`src/rtl/ecc_182_err_collect.sv`:
```
// ecc_182_err_collect
// Sits after the 182-bit ECC checker on the FIFO read path. It registers the
// corrected word toward the consumer with a valid/ready handshake. It also
// keeps saturating error statistics, records the first error seen, and drives
// a level interrupt that software clears with err_clr.
module ecc_182_err_collect #(
    parameter int                   DATA_WIDTH = 182,
    parameter int                   ADDR_WIDTH = 8,
    parameter int                   CNT_WIDTH  = 16,
    parameter logic [CNT_WIDTH-1:0] SBIT_THR   = 16'd64
) (
    input  logic                  clk,
    input  logic                  rst_n,
    input  logic                  in_vld,
    output logic                  in_rdy,
    input  logic [ADDR_WIDTH-1:0] in_addr,
    input  logic [DATA_WIDTH-1:0] in_data,
    input  logic                  in_sbit_err,
    input  logic                  in_dbit_err,
    input  logic                  in_ecc_fault,
    output logic                  out_vld,
    input  logic                  out_rdy,
    output logic [DATA_WIDTH-1:0] out_data,
    output logic                  out_dbit_err,
    input  logic [2:0]            irq_en,
    input  logic                  err_clr,
    output logic [CNT_WIDTH-1:0]  sbit_cnt,
    output logic [CNT_WIDTH-1:0]  dbit_cnt,
    output logic [CNT_WIDTH-1:0]  fault_cnt,
    output logic [2:0]            err_sticky,
    output logic [ADDR_WIDTH-1:0] first_err_addr,
    output logic [2:0]            first_err_type,
    output logic                  sbit_thr_hit,
    output logic                  irq
);

    localparam logic [0:0] S_IDLE = 1'b0;
    localparam logic [0:0] S_CAPT = 1'b1;

    logic                  r_out_vld;
    logic [DATA_WIDTH-1:0] r_out_data;
    logic                  r_out_dbit_err;
    logic [CNT_WIDTH-1:0]  r_sbit_cnt;
    logic [CNT_WIDTH-1:0]  r_dbit_cnt;
    logic [CNT_WIDTH-1:0]  r_fault_cnt;
    logic [2:0]            r_sticky;
    logic [0:0]            r_state;
    logic [ADDR_WIDTH-1:0] r_cap_addr;
    logic [2:0]            r_cap_type;
    logic                  r_thr_hit;
    logic                  r_irq;

    logic                  w_acc;
    logic [2:0]            w_flags;
    logic                  w_evt;
    logic [CNT_WIDTH-1:0]  w_sbit_nxt;
    logic [CNT_WIDTH-1:0]  w_dbit_nxt;
    logic [CNT_WIDTH-1:0]  w_fault_nxt;
    logic [2:0]            w_sticky_nxt;
    logic [0:0]            w_state_nxt;
    logic [ADDR_WIDTH-1:0] w_cap_addr_nxt;
    logic [2:0]            w_cap_type_nxt;

    // Clear takes effect first, then a same-cycle event adds on top of zero,
    // which is how "the event wins" over err_clr falls out naturally.
    function automatic logic [CNT_WIDTH-1:0] satStep(
        input logic [CNT_WIDTH-1:0] cur,
        input logic                 clr,
        input logic                 inc
    );
        logic [CNT_WIDTH-1:0] base;
        base = clr ? '0 : cur;
        if (inc && (base != {CNT_WIDTH{1'b1}})) begin
            return base + 1'b1;
        end
        return base;
    endfunction

    assign in_rdy  = ~r_out_vld | out_rdy;
    assign w_acc   = in_vld & in_rdy;
    assign w_flags = {in_ecc_fault, in_dbit_err, in_sbit_err};
    assign w_evt   = w_acc & (|w_flags);

    // Next-state statistics, shared by the state registers and by the
    // registered threshold/irq outputs so those line up with the counters.
    always_comb begin
        w_sbit_nxt   = satStep(r_sbit_cnt,  err_clr, w_acc & in_sbit_err);
        w_dbit_nxt   = satStep(r_dbit_cnt,  err_clr, w_acc & in_dbit_err);
        w_fault_nxt  = satStep(r_fault_cnt, err_clr, w_acc & in_ecc_fault);
        w_sticky_nxt = (err_clr ? 3'b000 : r_sticky) | (w_acc ? w_flags : 3'b000);
    end

    // First-error capture: armed in IDLE, frozen in CAPT until err_clr.
    always_comb begin
        w_state_nxt    = r_state;
        w_cap_addr_nxt = r_cap_addr;
        w_cap_type_nxt = r_cap_type;
        if (err_clr) begin
            w_state_nxt    = S_IDLE;
            w_cap_addr_nxt = '0;
            w_cap_type_nxt = 3'b000;
        end
        if (w_evt && (err_clr || (r_state == S_IDLE))) begin
            w_state_nxt    = S_CAPT;
            w_cap_addr_nxt = in_addr;
            w_cap_type_nxt = w_flags;
        end
    end

    // Output word register: load on accept, drop valid once consumed.
    always_ff @(posedge clk or negedge rst_n) begin
        if (!rst_n) begin
            r_out_vld      <= 1'b0;
            r_out_data     <= '0;
            r_out_dbit_err <= 1'b0;
        end else if (w_acc) begin
            r_out_vld      <= 1'b1;
            r_out_data     <= in_data;
            r_out_dbit_err <= in_dbit_err;
        end else if (out_rdy) begin
            r_out_vld      <= 1'b0;
        end
    end

    // Error statistics, capture FSM and the derived threshold/irq flags.
    always_ff @(posedge clk or negedge rst_n) begin
        if (!rst_n) begin
            r_sbit_cnt  <= '0;
            r_dbit_cnt  <= '0;
            r_fault_cnt <= '0;
            r_sticky    <= 3'b000;
            r_state     <= S_IDLE;
            r_cap_addr  <= '0;
            r_cap_type  <= 3'b000;
            r_thr_hit   <= 1'b0;
            r_irq       <= 1'b0;
        end else begin
            r_sbit_cnt  <= w_sbit_nxt;
            r_dbit_cnt  <= w_dbit_nxt;
            r_fault_cnt <= w_fault_nxt;
            r_sticky    <= w_sticky_nxt;
            r_state     <= w_state_nxt;
            r_cap_addr  <= w_cap_addr_nxt;
            r_cap_type  <= w_cap_type_nxt;
            r_thr_hit   <= (w_sbit_nxt >= SBIT_THR);
            r_irq       <= |(w_sticky_nxt & irq_en);
        end
    end

    assign out_vld        = r_out_vld;
    assign out_data       = r_out_data;
    assign out_dbit_err   = r_out_dbit_err;
    assign sbit_cnt       = r_sbit_cnt;
    assign dbit_cnt       = r_dbit_cnt;
    assign fault_cnt      = r_fault_cnt;
    assign err_sticky     = r_sticky;
    assign first_err_addr = r_cap_addr;
    assign first_err_type = r_cap_type;
    assign sbit_thr_hit   = r_thr_hit;
    assign irq            = r_irq;

endmodule

```
`config.mk`:
```
export PLATFORM = sky130hd
export DESIGN_NAME = ecc_182_err_collect
export DESIGN_NICKNAME = d
export VERILOG_FILES = /design/src/rtl/ecc_182_err_collect.sv
export SDC_FILE = /design/constraint.sdc
export NUM_CORES = 1
export LEC_CHECK = 0
export BUFFER_PORTS_ARGS = -buffer_cell sky130_fd_sc_hd__clkbuf_2
export CAP_MARGIN = 20
export CORE_AREA = 2 2 174 176
export CTS_CLUSTER_SIZE = 40
export DETAILED_ROUTE_END_ITERATION = 10
export DIE_AREA = 0 0 176 178
export PLACE_DENSITY = 0.69
export SLEW_MARGIN = 20
export SYNTH_ARGS = -nofsm -noshare
export SYNTH_HDL_FRONTEND = slang
export SYNTH_SLANG_ARGS = --single-unit
```
`constraint.sdc`:
```
create_clock -name clk -period 3 [get_ports clk]
set_input_delay 0.6 -clock clk [delete_from_list [all_inputs] [get_ports clk]]
set_output_delay 0.6 -clock clk [all_outputs]
set_load 0.05 [all_outputs]
```
Word-level counts from Yosys, hierarchy flattened
Cells that the tools add are included.
Widths: inputs -> output; s select.
- reduce and logical (&&, ||, !) cells: 9
- bitwise gates (word level): 10
- eq/ne operators: 3
- $add $sub $neg: 3
- mux-type cells: 22
- $lt $le $gt $ge: 1
- operator list (kind ; count):
    $mux 16 ; 9
    $add 16x1->16 const B ; 3
    $ne 16x16->1 const B ; 3
    $ge 16x7->1 const B ; 1
    $mux 8 ; 2
    $mux 3 ; 4
    $mux 1 ; 7
    $reduce_or 3->1 ; 2
    $and 1x1->1 ; 5
    $logic_and 1x1->1 ; 4
    $reduce_bool 2->1 ; 2
    $and 3x3->3 ; 1
    $or 3x3->3 ; 1
    $not 1->1 ; 2
    $logic_or 1x1->1 ; 1
    $or 1x1->1 ; 1
- register bits: 249
- output and inout port bits: 249
- bits of input ports: 201
- logic and storage cells: 60

Longest topological paths before layout
- word-level depth: 8
- mapped depth: 12

Worst setup path after synthesis
OpenSTA, ideal clock, no wires.
- path kind: input-to-reg
- from: input err_clr
- to: register r_thr_hit (netlist: sbit_thr_hit)
- data required time: 2.861 ns
- library setup time: 0.139 ns
- arrival: 3.379 ns
- stages on the path: 11
- path slack: -0.518 ns
- cell sequence: clkbuf_1 -> clkbuf_1 -> clkbuf_1 -> nor2b_1 -> ha_1 -> and4_1 -> and2_1 -> a2111oi_0 -> mux2_2 -> nor2_1 -> or4b_1
- word-level cells in the longest chain between the ends: 6
- RTL lines (element ; line ; text):
    start: declaration ; 26 ; input logic err_clr,
    $mux 16 * ; 72 ; base = clr ? '0 : cur;
    branches (longest 3 deep; another with $add 16x1->16) ; n/a ;
    $mux 16 * ; 76 ; return base;
    named net w_sbit_nxt[6] ; 56 ; logic [CNT_WIDTH-1:0] w_sbit_nxt;
    $ge 16x7->1 * ; 145 ; r_thr_hit <= (w_sbit_nxt >= SBIT_THR);
    end signal: assignment ; 145 ;
    end: declaration ; 50 ; logic r_thr_hit;
Mark *: on every way through the listed nets, which the timed path passes. The select of a mux whose other input is x is not followed.
A chain may end at the register's enable or synchronous reset.

Worst setup path in the final report
- from: register r_sbit_cnt[0] (netlist: sbit_cnt[0])
- to: register r_thr_hit (netlist: sbit_thr_hit)
- word-level cells in the longest chain between the ends: 6
- RTL lines (element ; line ; text):
    start: declaration ; 43 ; logic [CNT_WIDTH-1:0] r_sbit_cnt;
    start signal: assignment ; 138 ; r_sbit_cnt <= w_sbit_nxt;
    $mux 16 * ; 72 ;
    branches (longest 3 deep; another with $add 16x1->16) ; n/a ;
    $mux 16 * ; 76 ;
    named net w_sbit_nxt[6] ; 56 ;
    $ge 16x7->1 * ; 145 ;
Marks and branches as above.

==> out/qor.yml <==
outcome: "completed"
clock_skew_ns: 0.01348
die_height_um: 178
post_cts_buffers: 0
power_density_nw_per_um2: 715.5
ys_top_cells_by_count: "dfrtp_1, mux2_2, nand2_1, nor2_1, clkbuf_1"
hold_violations: 0
leakage_nw: 6.891
crit_buf_inv: 0
post_synth_and_or_nand_nor_area_fraction_pct: 9.507
yosys.cell_count.top_type: "dfrtp_1"
cts_resized: 0
final_area_um2: 13990
antenna_found_initial: 0
synth_cell_type_count: 49
required_ns: 3.41
synthCells: 733
synth_top_family_by_area: "multiplexers"
io_buffers: 449
crit_type: "reg -> reg"
rsz0062_at_grt: "false"
drv_slew: 0
fin_crit_ns: 2.571
yosys.area.top_type: "dfrtp_1"
final_net_count: 1410
cts_tree: "built"
synth-xor-area-share_pct: 3.635
hpwl_um: 21030
num_vias: 7512
hold_buffers: 0
io_pins: 450
ys_warn_count: 0
synth-main-ff-cell: "dfrtp_1"
yosysSeqAreaShare_pct: 61.57
grt_max_degree: 62
vdd_drop_max_mv: 0.5531
overflow: 0
drt-initial-drc-count: 258
tightest_slew_ns: 0.9014
wl_per_cell_um: 17.04
gp_congestion: 0.8062
cts.path.max_buffers: 3
r2r_start: "sbit_cnt[0]$_DFF_PN0_"
die_area_um2: 31330
rr_endpoint: "sbit_thr_hit$_DFF_PN0_"
dieWidth_um: 176
critPathTopFamily: "simple AND/OR/NAND/NOR gates"
synth_top_area_share_pct: 61.57
crit_path_end_kind: "flop"
yosys_register_bits: 249
synth_edf_count: 0
drive_gt1_share_pct: 58.81
synthAdderAreaFrac_pct: 0.3709
grt_pass1_vias: 7744
ys_async_sr_fraction_pct: 100.0
relSlewSlack_pct: 39.75
synth_compound_area_share_pct: 2.275
vias_per_cell: 4.649
cts_made_buffers: 28
r2r_setup_slack_ns: 0.43
area_growth_pct: 38.24
syn_nets: 937
grt_pass1_wl_um: 41690
grtUsageTotal_pct: 16.70
clk_latency_ns: 0.54
synth_mux_area_share_pct: 20.90
critical_path_arrival_ns: 2.98
cts_htree_levels: 1
fp.coreArea_um2: 29400
slowest_delay_ns: 0.42
synth_area_um2: 10120
finalSetupViolations: 0
drt-total-wl_um: 27540
rows: 63
antenna_left: 0
n_antenna_cell: 0
drt_pass1_iterations: 4
cts-root-buf: "clkbuf_16"
tns_ns: 0
cp_cell_sequence: "nor2b_4 -> ha_2 -> and4_4 -> and2_1 -> a2111oi_1 -> mux2_2 -> nor2_1 -> or4b_1"
avgSynthCellArea_um2: 13.81
startpoint_type: "flop"
synthTopCellsByArea: "dfrtp_1, mux2_2, xnor2_1"
maxCapViolCount: 0
clock.fmax_mhz: 389.0
numClockSinks: 249
reg2reg_depth: 8
path_clk_slew_ns: 0.06
drc_errors: 0
slowest_stage: "a2111oi_1"
cp_max_fo: 4
placed_cell_area_um2: 13080
hp-class: "in -> async"
fin_crit_sh_pct: 85.70
initial_utilization_pct: 34.42
## cells in the final DEF (no fill, tap or decap), drive strengths merged, types with 4 or more instances in the layout
cell type	count
mux2	187
inv	11
clkinv	9
xor2	18
and4	8
buf	29
a21oi	6
nand2	34
nand2b	19
and3	8
xnor2	24
nand3	12
nor2b	19
dfrtp	249
nor3	5
clkbuf	484
nor2	34
nand3b	4
o21ai	14
nand4	12
## per-stage QoR
stage / std cells / hold slack (ns) / setup slack, ns / total power, W / util (%)
after floorplan: 733 / 0.3044 / -0.06868 / 0.005883 / -
after global placement: 1566 / 0.4591 / 0.04974 / 0.006681 / 44.48
after detailed placement: 1566 / 0.4901 / 0.01202 / 0.006722 / 44.48
after CTS: 1616 / 0.002377 / 0.4418 / 0.01015 / 47.59
after global routing: 1616 / 0.02072 / 0.2746 / 0.01042 / 47.59
final: 1616 / 0.007265 / 0.4291 / 0.01001 / 47.59
## state kept, by name, summed over array words and instances, names as in the netlist, 3 cells and up
name,count
err_sticky,3
fault_cnt,16
dbit_cnt,16
sbit_cnt,16
out_data,182
first_err_addr,8
first_err_type,3
## cells by family after synthesis
| group | count (synthesis) |
|---|---|
| DFF | 249 |
| muxes | 188 |
| and+or+nand+nor | 172 |
| buffers and inverters | 44 |
| xor gates and xnor gates | 42 |
| AOI/OAI and AO/OA | 35 |
| adders and majority gates | 3 |
## power breakdown
group | internal [W] | switching [W] | total [W]
Combinational | 0.000724 | 0.00196 | 0.00268
Sequential | 0.00375 | 0.000213 | 0.00397
Clock | 0.00201 | 0.00136 | 0.00336
## final cells by class
class                      count  area [µm²]
clock inverter                14       131.4
fill                        2656       15410
multi-input combinational    440        3741
inverter                      10       37.54
sequential                   249        6231
tap                          390       488.0
clock buffer                  36       782.0
timing repair buffer         477        2580
## worst max path at each step
stage                          start                     end  cells after the start
3_3_place_gp                 err_clr  sbit_thr_hit$_DFF_PN0_                     10
2_1_floorplan                err_clr  sbit_thr_hit$_DFF_PN0_                     10
5_1_grt        sbit_cnt[0]$_DFF_PN0_  sbit_thr_hit$_DFF_PN0_                      8
6_report       sbit_cnt[0]$_DFF_PN0_  sbit_thr_hit$_DFF_PN0_                      8
3_5_place_dp                 err_clr  sbit_thr_hit$_DFF_PN0_                     10
4_1_cts        sbit_cnt[1]$_DFF_PN0_  sbit_thr_hit$_DFF_PN0_                      9
## per-layer routing
layer	wire length, µm	vias up	GRT usage, %
met2	13930	284	28.53
met3	1960	51	4.199
met5	0	-	0
met1	10880	3685	20.74
li1	-	3492	-
met4	772	0	5.544
Note: power is estimated with default switching activity, not from simulation.
